File: src/rtl/hazard_pkg.sv
// Shared types for the pipeline hazard controller: forwarding-select codes,
// controller state encoding and the shadow-pipeline destination tag.
package hazard_pkg;

   localparam int HZ_REG_W = 4;

   localparam logic [1:0] FWD_RF  = 2'b00;
   localparam logic [1:0] FWD_EX  = 2'b01;
   localparam logic [1:0] FWD_MEM = 2'b10;
   localparam logic [1:0] FWD_WB  = 2'b11;

   typedef enum logic [1:0] {
      RUN   = 2'b00,
      STALL = 2'b01,
      FLUSH = 2'b10
   } state_e;

   typedef struct packed {
      logic                valid;
      logic [HZ_REG_W-1:0] rd;
      logic                rf_e;
      logic                load;
   } stage_tag_t;

endpackage

File: src/rtl/pipeline_hazard_ctrl_fwd_select.sv
// fwd_select: picks the forwarding source for one ID operand from the EX/MEM/WB
// shadow tags, youngest producer first. The PC register is never forwarded.
module fwd_select
   import hazard_pkg::*;
#(
   parameter int REG_W  = 4,
   parameter int PC_REG = 15
) (
   input  logic [REG_W-1:0] src,
   input  logic             use_src,
   input  stage_tag_t       ex_tag,
   input  stage_tag_t       mem_tag,
   input  stage_tag_t       wb_tag,
   output logic [1:0]       sel
);

   logic eligible;
   logic hit_ex;
   logic hit_mem;
   logic hit_wb;
   logic unused_load;

   assign eligible    = use_src & (src != REG_W'(PC_REG));
   assign hit_ex      = ex_tag.valid  & ex_tag.rf_e  & (ex_tag.rd  == src);
   assign hit_mem     = mem_tag.valid & mem_tag.rf_e & (mem_tag.rd == src);
   assign hit_wb      = wb_tag.valid  & wb_tag.rf_e  & (wb_tag.rd  == src);
   // Load flag matters only to the hazard detector in the top level.
   assign unused_load = ex_tag.load ^ mem_tag.load ^ wb_tag.load;

   always_comb begin
      sel = FWD_RF;
      if (eligible) begin
         if (hit_ex) begin
            sel = FWD_EX;
         end else if (hit_mem) begin
            sel = FWD_MEM;
         end else if (hit_wb) begin
            sel = FWD_WB;
         end
      end
   end

endmodule

File: src/rtl/pipeline_hazard_ctrl.sv
// pipeline_hazard_ctrl: load-use stall, branch flush and operand forwarding control
// for the 5-stage pipeline. Perf counters are built only with HAZARD_PERF_CNT_EN.
module pipeline_hazard_ctrl
   import hazard_pkg::*;
#(
   parameter int REG_W  = 4,
   parameter int PC_REG = 15,
   parameter int CNT_W  = 16
) (
   input  logic             clk,
   input  logic             reset,
   input  logic             id_valid,
   input  logic [REG_W-1:0] id_rn,
   input  logic [REG_W-1:0] id_rm,
   input  logic [REG_W-1:0] id_rd,
   input  logic             id_use_rn,
   input  logic             id_use_rm,
   input  logic             id_use_rd,
   input  logic             id_rf_e,
   input  logic             id_load,
   input  logic             branch_taken,
   output logic             pc_le,
   output logic             ifid_le,
   output logic             nop_sel,
   output logic             ifid_clr,
   output logic [1:0]       fwd_pa_sel,
   output logic [1:0]       fwd_pb_sel,
   output logic [1:0]       fwd_pd_sel,
   output logic [CNT_W-1:0] stall_cnt,
   output logic [CNT_W-1:0] flush_cnt
);

   state_e     state_q, state_d;
   stage_tag_t ex_q, ex_d;
   stage_tag_t mem_q, mem_d;
   stage_tag_t wb_q, wb_d;

   logic [1:0] pa_raw;
   logic [1:0] pb_raw;
   logic [1:0] pd_raw;
   logic       load_use;

   fwd_select #(.REG_W(REG_W), .PC_REG(PC_REG)) u_fwd_pa (
      .src     (id_rn),
      .use_src (id_use_rn),
      .ex_tag  (ex_q),
      .mem_tag (mem_q),
      .wb_tag  (wb_q),
      .sel     (pa_raw)
   );

   fwd_select #(.REG_W(REG_W), .PC_REG(PC_REG)) u_fwd_pb (
      .src     (id_rm),
      .use_src (id_use_rm),
      .ex_tag  (ex_q),
      .mem_tag (mem_q),
      .wb_tag  (wb_q),
      .sel     (pb_raw)
   );

   fwd_select #(.REG_W(REG_W), .PC_REG(PC_REG)) u_fwd_pd (
      .src     (id_rd),
      .use_src (id_use_rd),
      .ex_tag  (ex_q),
      .mem_tag (mem_q),
      .wb_tag  (wb_q),
      .sel     (pd_raw)
   );

   // A load in EX can only be consumed once it reaches MEM, so any EX hit on a load stalls.
   assign load_use = ex_q.load & ((pa_raw == FWD_EX) | (pb_raw == FWD_EX) | (pd_raw == FWD_EX));

   always_comb begin
      ex_d.valid = id_valid & ~nop_sel;
      ex_d.rd    = id_rd;
      ex_d.rf_e  = id_rf_e;
      ex_d.load  = id_load;
      mem_d      = ex_q;
      wb_d       = mem_q;
   end

   always_ff @(posedge clk or negedge reset) begin
      if (!reset) begin
         state_q <= RUN;
         ex_q    <= '0;
         mem_q   <= '0;
         wb_q    <= '0;
      end else begin
         state_q <= state_d;
         ex_q    <= ex_d;
         mem_q   <= mem_d;
         wb_q    <= wb_d;
      end
   end

   always_comb begin
      state_d = state_q;
      case (state_q)
         RUN: begin
            if (load_use) begin
               state_d = STALL;
            end else if (branch_taken) begin
               state_d = FLUSH;
            end
         end
         STALL:   state_d = RUN;
         FLUSH:   state_d = RUN;
         default: state_d = RUN;
      endcase
   end

   // The bubble is issued in the detection cycle; STALL is the recovery cycle where
   // the dependent instruction proceeds with the load forwarded from MEM.
   always_comb begin
      pc_le      = 1'b0;
      ifid_le    = 1'b0;
      nop_sel    = 1'b1;
      ifid_clr   = 1'b0;
      fwd_pa_sel = FWD_RF;
      fwd_pb_sel = FWD_RF;
      fwd_pd_sel = FWD_RF;
      if (reset) begin
         fwd_pa_sel = pa_raw;
         fwd_pb_sel = pb_raw;
         fwd_pd_sel = pd_raw;
         case (state_q)
            RUN: begin
               if (!load_use) begin
                  pc_le    = 1'b1;
                  ifid_le  = 1'b1;
                  nop_sel  = ~id_valid;
                  ifid_clr = branch_taken;
               end
            end
            STALL: begin
               pc_le   = 1'b1;
               ifid_le = 1'b1;
               nop_sel = ~id_valid;
            end
            FLUSH: begin
               pc_le   = 1'b1;
               ifid_le = 1'b1;
            end
            default: ;
         endcase
      end
   end

`ifdef HAZARD_PERF_CNT_EN
   logic [CNT_W-1:0] stall_cnt_q, stall_cnt_d;
   logic [CNT_W-1:0] flush_cnt_q, flush_cnt_d;

   function automatic logic [CNT_W-1:0] sat_inc(input logic [CNT_W-1:0] v);
      return (&v) ? v : v + CNT_W'(1);
   endfunction

   always_comb begin
      stall_cnt_d = stall_cnt_q;
      flush_cnt_d = flush_cnt_q;
      if (state_q == STALL) begin
         stall_cnt_d = sat_inc(stall_cnt_q);
      end
      if ((state_q == RUN) && (state_d == FLUSH)) begin
         flush_cnt_d = sat_inc(flush_cnt_q);
      end
   end

   always_ff @(posedge clk or negedge reset) begin
      if (!reset) begin
         stall_cnt_q <= '0;
         flush_cnt_q <= '0;
      end else begin
         stall_cnt_q <= stall_cnt_d;
         flush_cnt_q <= flush_cnt_d;
      end
   end

   assign stall_cnt = stall_cnt_q;
   assign flush_cnt = flush_cnt_q;
`else
   assign stall_cnt = '0;
   assign flush_cnt = '0;
`endif

endmodule

File: config.mk
export PLATFORM = sky130hd
export DESIGN_NAME = pipeline_hazard_ctrl
export DESIGN_NICKNAME = d
export VERILOG_FILES = /design/src/rtl/hazard_pkg.sv /design/src/rtl/pipeline_hazard_ctrl_fwd_select.sv /design/src/rtl/pipeline_hazard_ctrl.sv
export SDC_FILE = /design/constraint.sdc
export NUM_CORES = 1
export LEC_CHECK = 0
export ABC_AREA = 1
export BUFFER_PORTS_ARGS = -buffer_cell sky130_fd_sc_hd__buf_2
export CAP_MARGIN = 20
export CORE_ASPECT_RATIO = 1.25
export CORE_MARGIN = 3
export CORE_UTILIZATION = 44
export DETAILED_ROUTE_END_ITERATION = 10
export PLACE_DENSITY_LB_ADDON = 0.12
export SLEW_MARGIN = 20
export SYNTH_ARGS = -nofsm -noshare
export SYNTH_HDL_FRONTEND = slang
export SYNTH_SLANG_ARGS = --single-unit
File: constraint.sdc
create_clock -name clk -period 1.46 [get_ports clk]
set_input_delay 0.292 -clock clk [delete_from_list [all_inputs] [get_ports clk]]
set_output_delay 0.292 -clock clk [all_outputs]
set_load 0.05 [all_outputs]
==> impl_metrics.py <==
metrics = {
    "run_status": {
        "status": "finished with violations",
        "violations": "setup timing",
    },
    "global_routing": {
        "grt_max_degree": 14,
        "antenna_found_initial": 0,
        "grt-ovfl-total": 0,
        "track_usage_pct": 18.3,
        "grt_pass1_vias": 1414,
        "grt_first_pass_wirelength_mm": 6.17,
    },
    "finish": {
        "nNetsFinal": 311,
        "multi_input_area_mm2": 0.00105,
        "n_antenna_cell": 0,
        "instances_no_fill": 325,
        "final_cell_mix": "nand2_1 (37), buf_4 (34), conb_1 (32), inv_1 (21), buf_2 (20)",
        "drive_above_1_share_pct": 46.5,
        "layout_commonest_cell": "nand2_1",
        "synthToLayoutAreaGrowth_pct": 40.0,
        "fillCellCount": 326,
        "register_area_um2": 529,
    },
    "logic_synthesis": {
        "synthAdderAreaFrac_pct": 2.28,
        "ys_seq_elements": 21,
        "synth_xor_area_share_pct": 5.86,
        "yosysUniqueCellTypes": 31,
        "synth_edf_count": 0,
        "synth_top_family_by_area": "simple AND/OR/NAND/NOR gates",
        "synth_simple_gate_area_share_pct": 26.6,
        "muxShareOfSynthArea_pct": 0,
        "synth-compound-area-share_pct": 10.3,
        "synthCells": 219,
        "async_flop_share_pct": 100,
        "synthFlopType": "dfrtp_1",
        "synth.yosys.seq_area_share_pct": 32.0,
        "synth.yosys.warnings": 0,
        "netlist_area_mm2": 0.00164,
        "synth.avg_cell_area_um2": 7.51,
    },
    "clock_tree": {
        "clk_latency_ps": 260,
        "cts-buffers-inserted": 3,
        "clockBufferDepth": 2,
        "cts_tree": "done",
        "h-tree-depth": 1,
        "cts.sinks": 21,
        "clk_pin_slew_ps": 80,
        "clockRootBuffer": "clkbuf_8",
        "hold_buffers": 0,
    },
    "die": {
        "placementRows": 24,
        "ioPinCount": 63,
        "initial_core_util_pct": 46.4,
        "core_area_mm2": 0.00354,
        "fp.dieW_um": 60.7,
        "die-area_mm2": 0.00451,
        "die_h_um": 74.3,
    },
    "routing": {
        "met1Wirelength_mm": 1.72,
        "ant_nets": 0,
        "route.met2.wl_mm": 2.00,
        "viasPerCell": 4.68,
        "totalWireLength_mm": 4.00,
        "drtIter0Drc": 40,
        "wl_met3_um": 175,
        "routedWlPerCell_um": 12.3,
        "top_layer_used": "met4",
        "vias": 1520,
        "drc": 0,
        "drt_pass1_iterations": 4,
    },
    "timing": {
        "slew_viol_final": 0,
        "max_freq_ghz": 0.506,
        "setup_viol_count_final": 11,
        "finalHoldViolCount": 0,
        "min_period_ps": 1980,
        "fin_crit_sh_pct": 135,
        "rsz0062_at_grt": "true",
        "fin_ws_ps": -516,
        "hold_ws_ps": 32.2,
        "skew_ps": 1.28,
    },
    "power": {
        "switching_power_mw": 0.810,
        "power_density_mw_per_mm2": 843,
        "p_leak_nw": 1.17,
        "power.share.switching_pct": 41.8,
        "p_seq_share_pct": 34.6,
        "ir_drop_mv": 0.729,
        "internal-power_mw": 1.13,
        "power_frac_comb_pct": 45.6,
        "power.share.clock_pct": 19.7,
    },
    "setup_path": {
        "crit_fanout": 4,
        "critPathKind": "register to primary output",
        "crit_chain": "inv_2, nand2_2, o21ai_2, inv_1, nand4_2, nand3_2, nand2_4, nand2_4, a21oi_4, buf_6",
        "crit_arrival_ps": 1680,
        "end_kind": "primary output",
        "cpMostUsedCell": "nand2_4",
        "crit_required_ps": 1170,
        "crit_path_start_kind": "register",
        "cpMaxStageDelayCell": "dfrtp_1",
        "worst_path_largest_cell_delay_ps": 430,
    },
    "placement": {
        "portBuffers": 30,
        "place_inst": 315,
        "dp_hpwl_mm": 3.16,
        "routabilityCongestion": 0.857,
        "place_ws_ps": -314,
    },
    "worst_hold_path": {
        "hold_path.class": "input pin to asynchronous set/reset pin",
    },
    "flow_run": {
        "cap_violations": 0,
    },
}
-- final cells by class --
type                       instances  area share [%]
timing repair buffer              66            21.9
sequential                        21            23.0
clock inverter                     1           0.326
inverter                          33            5.38
multi-input combinational        162            45.5
tap                               39            2.12
clock buffer                       3            1.79
-- repair_timing --
action / 4_1_cts / 5_1_grt
gates cloned: 0 / 0
pin swaps: 10 / 21
resized for setup: 31 / 20
endpoints found under the setup margin: 10 / 13
setup buffers: 2 / 4
-- metal layers --
| metal | up-vias | global-route usage [%] |
|---|---|---|
| met5 | - | 0 |
| met1 | 699 | 24.7 |
| met2 | 49 | 30.2 |
| met4 | 0 | 6.75 |
| li1 | 764 | - |
| met3 | 8 | 1.56 |
-- synthesized netlist by cell type, types with 2 or more instances --
library cell	count	share of area, %
buf_4	33	15
nand2_1	44	10
nor3_1	3	0.91
nor2_2	5	1.9
xnor2_1	8	4.3
dfrtp_1	21	32
inv_1	27	6.2
nand4_2	3	2.3
nand3_1	9	2.7
nor2_1	13	3.0
nand2_4	2	1.4
nand4_1	4	1.5
a21oi_1	11	3.3
ha_1	3	2.3
o22ai_1	5	1.9
o21ai_0	3	0.91
inv_2	5	1.1
o21ai_1	4	1.2
xor2_1	3	1.6
a21oi_2	2	1.1
-- power by group through the flow --
stage / combinational, mW / clock (mW) / sequential, mW
6_report: 0.885 / 0.382 / 0.672
3_3_place_gp: 0.792 / 0 / 0.680
4_1_cts: 0.857 / 0.397 / 0.669
2_1_floorplan: 0.646 / 0 / 0.671
3_5_place_dp: 0.797 / 0 / 0.680
5_1_grt: 0.954 / 0.423 / 0.679
-- sequential cells by signal (all words and copies together) (netlist names) --
signal,cells
ex_q,7
mem_q,6
state_q,2
wb_q,6
-- per-stage QoR --
step | util [%] | cell area, µm² | setup TNS [ps] | total power [mW]
global route | 64.9 | 2300 | -5880 | 2.06
CTS | 62.3 | 2210 | -4440 | 1.92
finish | 64.9 | 2300 | -4870 | 1.94
global placement | 57.6 | 2040 | -2800 | 1.47
detailed placement | 57.6 | 2040 | -2750 | 1.48
floorplan | - | 1860 | -1260 | 1.32
-- final timing paths --
check | startpoint | endpoint | slack (ps) | cells past startpoint
worst max-delay path | ex_q[5] | ifid_le | -520 | 10
worst min-delay path | reset | ex_q[1] | 30 | 2
worst max register to register | ex_q[5] | ex_q[6] | -100 | 11
worst min register to register | mem_q[1] | wb_q[1] | 380 | 0
max in group asynchronous | reset | ex_q[4] | 1180 | 3
min in group clk | id_rf_e | ex_q[1] | 130 | 1
-- logic make-up (layout without fill, tap and decap cells) --
family,Yosys count,in the layout
adders and majority gates,3,3
and+or+nand+nor,88,88
other,1,32
xor gates and xnor gates,11,11
DFF,21,21
AOI/OAI and AO/OA,28,28
buffers and inverters,67,103
-- critical path, delay by kind of cell, from the launching register on --
family / cells / cell delay [ps]
buf+inv: 3 / 370
flops: 1 / 430
simple gates: 5 / 420
compound gates: 2 / 220
(Power assumes the default switching activity.)
